<file path="src/rtl/serial_to_parallel_pkg.sv">
// Shared definitions for the serial_to_parallel deserializer: FSM state
// encoding, default parameter values and a constant-evaluable clog2.
package serial_to_parallel_pkg;

    // FSM state encoding
    localparam logic [1:0] ST_IDLE   = 2'd0;
    localparam logic [1:0] ST_SHIFT  = 2'd1;
    localparam logic [1:0] ST_PARITY = 2'd2;

    // Default word geometry
    localparam int DEFAULT_WIDTH     = 8;
    localparam int DEFAULT_MSB_FIRST = 1;

    // Ceiling log2, usable in parameter expressions
    function automatic int clog2(input int value);
        int r;
        r = 0;
        while ((1 << r) < value) begin
            r = r + 1;
        end
        return r;
    endfunction

endpackage

</file>
<file path="src/rtl/serial_to_parallel_bit_counter.sv">
// Modulo-WIDTH bit counter for the deserializer. 'terminal' flags the
// increment that completes a word; the counter returns to zero on it.
module bit_counter
    import serial_to_parallel_pkg::*;
#(
    parameter int WIDTH = DEFAULT_WIDTH,
    parameter int CW    = clog2(WIDTH + 1)
) (
    input  logic          clk,
    input  logic          rst,
    input  logic          clear,
    input  logic          inc,
    output logic [CW-1:0] count,
    output logic          terminal
);

    localparam logic [CW-1:0] LAST = CW'(WIDTH - 1);

    logic [CW-1:0] count_q;
    logic [CW-1:0] count_d;

    assign terminal = inc && (count_q == LAST);
    assign count    = count_q;

    // Next count: clear dominates, otherwise advance and wrap on the last bit
    always_comb begin
        count_d = count_q;
        if (clear) begin
            count_d = '0;
        end else if (inc) begin
            count_d = terminal ? '0 : count_q + 1'b1;
        end
    end

    // Count register with asynchronous reset
    always_ff @(posedge clk or posedge rst) begin
        if (rst) begin
            count_q <= '0;
        end else begin
            count_q <= count_d;
        end
    end

endmodule

</file>
<file path="src/rtl/serial_to_parallel.sv">
// Serial-to-parallel deserializer feeding a parallel load register.
// Collects WIDTH qualified bits, then presents the word on data_out with a
// one-cycle load pulse. Gaps (bit_valid=0) are allowed; abort drops a
// partial word.
// Optional build macro SERIAL_TO_PARALLEL_PARITY_EN: an even parity bit is
// expected after each word; a mismatch drops the word and pulses parity_err.
module serial_to_parallel
    import serial_to_parallel_pkg::*;
#(
    parameter int WIDTH     = DEFAULT_WIDTH,
    parameter int MSB_FIRST = DEFAULT_MSB_FIRST
) (
    input  logic             clk,
    input  logic             rst,
    input  logic             serial_in,
    input  logic             bit_valid,
    input  logic             abort,
    output logic [WIDTH-1:0] data_out,
    output logic             load,
    output logic             busy,
    output logic             parity_err
);

    localparam int CW = clog2(WIDTH + 1);

    logic [1:0]       state_q, state_d;
    logic [WIDTH-1:0] shift_q, shift_d;
    logic [WIDTH-1:0] data_q,  data_d;
    logic             load_q,  load_d;
    logic             busy_q,  busy_d;
    logic [WIDTH-1:0] shift_next;
    logic [CW-1:0]    count;
    logic             terminal;
    logic             inc;

`ifdef SERIAL_TO_PARALLEL_PARITY_EN
    logic             perr_q, perr_d;
`endif

    // Data bits are not counted while waiting for the parity bit
    assign inc = bit_valid && !abort && (state_q != ST_PARITY);

    bit_counter #(
        .WIDTH (WIDTH),
        .CW    (CW)
    ) u_bit_counter (
        .clk      (clk),
        .rst      (rst),
        .clear    (abort),
        .inc      (inc),
        .count    (count),
        .terminal (terminal)
    );

    // Shift register contents after accepting serial_in, in the chosen bit order
    always_comb begin
        if (MSB_FIRST != 0) begin
            shift_next = {shift_q[WIDTH-2:0], serial_in};
        end else begin
            shift_next = {serial_in, shift_q[WIDTH-1:1]};
        end
    end

    // FSM, shift register and output word next-state logic
    always_comb begin
        state_d = state_q;
        shift_d = shift_q;
        data_d  = data_q;
        load_d  = 1'b0;
`ifdef SERIAL_TO_PARALLEL_PARITY_EN
        perr_d  = 1'b0;
`endif
        if (abort) begin
            // Abort beats any bit presented in the same cycle, even the last one
            state_d = ST_IDLE;
            shift_d = '0;
        end else begin
            case (state_q)
                ST_IDLE, ST_SHIFT: begin
                    if (bit_valid) begin
                        shift_d = shift_next;
                        state_d = ST_SHIFT;
                        if (terminal) begin
`ifdef SERIAL_TO_PARALLEL_PARITY_EN
                            state_d = ST_PARITY;
`else
                            data_d  = shift_next;
                            load_d  = 1'b1;
                            shift_d = '0;
                            state_d = ST_IDLE;
`endif
                        end
                    end
                end
`ifdef SERIAL_TO_PARALLEL_PARITY_EN
                ST_PARITY: begin
                    if (bit_valid) begin
                        // Even parity: XOR of data bits must equal the parity bit
                        if ((^shift_q) == serial_in) begin
                            data_d = shift_q;
                            load_d = 1'b1;
                        end else begin
                            perr_d = 1'b1;
                        end
                        shift_d = '0;
                        state_d = ST_IDLE;
                    end
                end
`endif
                default: begin
                    state_d = ST_IDLE;
                    shift_d = '0;
                end
            endcase
        end
    end

    // Busy mirrors the counter's next value (nonzero) or a pending parity bit
    always_comb begin
        if (abort) begin
            busy_d = 1'b0;
        end else begin
            busy_d = (state_d == ST_PARITY) || (!terminal && (inc || (count != '0)));
        end
    end

    // State and output registers with asynchronous reset
    always_ff @(posedge clk or posedge rst) begin
        if (rst) begin
            state_q <= ST_IDLE;
            shift_q <= '0;
            data_q  <= '0;
            load_q  <= 1'b0;
            busy_q  <= 1'b0;
        end else begin
            state_q <= state_d;
            shift_q <= shift_d;
            data_q  <= data_d;
            load_q  <= load_d;
            busy_q  <= busy_d;
        end
    end

`ifdef SERIAL_TO_PARALLEL_PARITY_EN
    // Parity error pulse register
    always_ff @(posedge clk or posedge rst) begin
        if (rst) begin
            perr_q <= 1'b0;
        end else begin
            perr_q <= perr_d;
        end
    end

    assign parity_err = perr_q;
`else
    assign parity_err = 1'b0;
`endif

    assign data_out = data_q;
    assign load     = load_q;
    assign busy     = busy_q;

endmodule

</file>
<file path="config.mk">
export PLATFORM = sky130hd
export DESIGN_NAME = serial_to_parallel
export DESIGN_NICKNAME = d
export VERILOG_FILES = /design/src/rtl/serial_to_parallel_pkg.sv /design/src/rtl/serial_to_parallel_bit_counter.sv /design/src/rtl/serial_to_parallel.sv
export SDC_FILE = /design/constraint.sdc
export NUM_CORES = 1
export LEC_CHECK = 0
export ABC_AREA = 1
export ABC_CLOCK_PERIOD_IN_PS = 3500
export BUFFER_PORTS_ARGS = -buffer_cell sky130_fd_sc_hd__buf_4
export CORE_MARGIN = 4
export CORE_UTILIZATION = 50
export CTS_CLUSTER_SIZE = 25
export DETAILED_ROUTE_END_ITERATION = 10
export PLACE_DENSITY = 0.71
export SETUP_SLACK_MARGIN = 0.3
export SLEW_MARGIN = 20
export SYNTH_ARGS = -nofsm -noshare
export SYNTH_HDL_FRONTEND = slang
export SYNTH_SLANG_ARGS = --single-unit
export TNS_END_PERCENT = 30
</file>
<file path="constraint.sdc">
create_clock -name clk -period 3.5 [get_ports clk]
set_clock_uncertainty 0.2 [all_clocks]
set_input_delay 0.525 -clock clk [delete_from_list [all_inputs] [get_ports clk]]
set_output_delay 0.525 -clock clk [all_outputs]
set_load 0.02 [all_outputs]
</file>
==> impl_metrics.env <==
export IMPL_multiInputGateArea_um2=464
export IMPL_post_drt_wl_per_cell_um=12.5
export IMPL_area_growth_syn_to_layout_pct=12.4
export IMPL_ir_worst_vdd_mv=0.258
export IMPL_synth_avg_cell_area_um2=9.35
export IMPL_grt_pass1_vias=769
export IMPL_setup_worst_path_start_class="flip-flop"
export IMPL_status="complete, no violations"
export IMPL_drtIter0Drc=16
export IMPL_antenna_left=0
export IMPL_final_net_count=141
export IMPL_floorplan_rows=16
export IMPL_cts_post_setup_buffers_inserted=0
export IMPL_endpoint_arrival_time_on_the_critical_path_ps=860
export IMPL_detailroute_via_count=854
export IMPL_layout_filler_cells=172
export IMPL_worstSetupPathType="flip-flop to primary output"
export IMPL_gpl_final_weighted_congestion=0.824
export IMPL_cts_clk_slew_worst_paths_ps=120
export IMPL_ys_types=21
export IMPL_total_leakage_power_nw=0.633
export IMPL_hold_fix_buffer_count_after_cts=0
export IMPL_cts_buffers_inserted=3
export IMPL_cts_buffer_depth=2
export IMPL_slowest_stage_cell_cp="dfrtp_1"
export IMPL_grt_first_pass_wirelength_um=3440
export IMPL_max_cap_violations=0
export IMPL_drc=0
export IMPL_critPathMaxStageDelay_ps=400
export IMPL_critical_path_peak_fanout=2
export IMPL_ctsHtreeMaxLevel=1
export IMPL_tightestPinTransition_ps=809
export IMPL_timing_final_max_slew_violations=0
export IMPL_antennaDiodeCount=0
export IMPL_design_power_total_uw=433
export IMPL_floorplan_die_height_um=55.0
export IMPL_clock_tree_from_tritoncts="built"
export IMPL_mappedNetlistArea_um2=1100
export IMPL_die_w_um=55.0
export IMPL_final_hold_viol_count=0
export IMPL_grtUsageTotal_pct=15.9
export IMPL_cp_data_required_time_ps=2770
export IMPL_io_buffers=14
export IMPL_worstPathBufferInverterCount=1
export IMPL_coreArea_um2=2020
export IMPL_power_density_nw_per_um2=349
export IMPL_post_route_cells_drive_above_1_share_pct=22.6
export IMPL_hold_class="primary input to async pin"
export IMPL_clock_tree_root_cell="clkbuf_4"
export IMPL_grt_start_max_net_pins=24
export IMPL_max_clock_freq_mhz=630
export IMPL_final_min_period_over_clock_period_pct=45.3
export IMPL_post_cts_resize_count=0
export IMPL_slew_headroom_pct=46.0
export IMPL_synth_seq_area_share_pct=52.2
export IMPL_total_wirelength_um=2010
export IMPL_critical_path_endpoint_type="primary output"
export IMPL_clock_sinks=23
export IMPL_insertion_delay_ps=310
export IMPL_synth_ff_latch_count=23
export IMPL_grt_overflow_total=0
export IMPL_sequential_cell_area_um2=576
export IMPL_synthesis_yosys_warnings=0
export IMPL_die_area_um2=3020
export IMPL_timing_final_setup_violations=0
export IMPL_firstDrtPassIters=4
export IMPL_worst_path_dominant_cell_family="flip-flops"
export IMPL_initial_antenna_violation_count=0
export IMPL_fin_setup_tns_ps=0
export IMPL_vias_per_instance=5.34
export IMPL_num_io_pins=16
export IMPL_critical_path_cell_chain="buf_4"
export IMPL_syn_instance_count=118
export IMPL_min_period_ps=1590
export IMPL_hpwl_um=1480
export IMPL_grt_setup_unrepaired="no"
export IMPL_start_util_pct=54.6
[worst paths after layout]
kind / startpoint / end / slack [ps] / depth (start not counted)
setup reg to reg: u_bit_counter.count[0] / data_out[4] / 1930 / 6
hold reg to reg: data_out[0] / data_out[0] / 290 / 2
hold / removal: rst / u_bit_counter.count[1] / 160 / 2
min in group clk: abort / busy / 230 / 2
max in group asynchronous: rst / shift_q[3] / 2440 / 2
setup / recovery: data_out[2] / data_out[2] / 1910 / 1
[kinds of logic after synthesis]
kind of cell | synth area share, %
fa+ha+maj | 2.27
buf+inv | 6.12
other cells | 0.340
compound gates | 5.44
simple gates | 33.7
flops | 52.2
[worst register-to-register path, cell delays in order (launching register included)]
cell     delay, ps
dfrtp_1        420
ha_1           230
nand2_2        120
nor2_8         170
nand4_4        170
nand2_1        110
nand2_1         60
[registers in the layout (all words and copies together) (netlist names)]
| name | cells |
|---|---|
| data_out | 8 |
| u_bit_counter.count | 4 |
| state_q | 2 |
| busy | 1 |
| load | 1 |
| shift_q | 7 |
[cell usage after synthesis]
cell type | instances | area, um2
a21oi_1 | 1 | 5.00
buf_4 | 3 | 22.5
buf_6 | 1 | 11.3
conb_1 | 1 | 3.75
dfrtp_1 | 23 | 576
ha_1 | 2 | 25.0
inv_1 | 6 | 22.5
inv_2 | 3 | 11.3
nand2_1 | 26 | 97.6
nand2_2 | 1 | 6.26
nand2_4 | 1 | 11.3
nand3_1 | 19 | 95.1
nand4_1 | 10 | 62.6
nand4_4 | 1 | 21.3
nor2_1 | 3 | 11.3
nor2_2 | 1 | 6.26
nor2_4 | 3 | 33.8
nor2_8 | 1 | 20.0
o21ai_0 | 9 | 45.0
o21ai_1 | 2 | 10.0
or2_2 | 1 | 6.26
[placed cells by master, fill, tap and decap left out, types with 3 or more instances in the layout]
cell / synthesis / layout
nand2_1: 26 / 26
dfrtp_1: 23 / 23
nand3_1: 19 / 19
buf_4: 3 / 14
nand4_1: 10 / 10
o21ai_0: 9 / 9
inv_1: 6 / 6
inv_2: 3 / 3
nor2_4: 3 / 3
nor2_1: 3 / 3
clkbuf_4: 0 / 3
[power by group]
| group | leakage [nW] | switching, mW | internal (mW) |
|---|---|---|---|
| Sequential | 0.317 | 0.00389 | 0.270 |
| Clock | 0.0177 | 0.0765 | 0.0427 |
| Combinational | 0.298 | 0.0286 | 0.0112 |
[per-stage QoR]
stage,instances,worst slack [ps],util (%),area [um2],hold slack [ps]
3_3_place_gp,156,1860,60.0,1210,257
6_report,160,1910,61.3,1240,159
5_1_grt,160,1810,61.3,1240,220
3_5_place_dp,156,1840,60.0,1210,259
4_1_cts,160,1910,61.3,1240,199
2_1_floorplan,119,2020,-,1110,281
[cell type report]
cell class,instances,share of cell area [%]
clock buffers,3,1.82
clock inverters,1,0.404
inverters,9,2.72
multi-input cells,83,37.4
flip-flops and latches,23,46.4
well taps,27,2.72
repair buffers,14,8.48
[layer usage]
metal	vias up	GRT usage (%)	wire length, um
li1	426	-	-
met1	399	22.4	968
met2	24	24.6	901
met3	5	2.41	104
met4	0	6.07	31
met5	-	0	0
No activity file was read; power rests on OpenSTA's default activity.
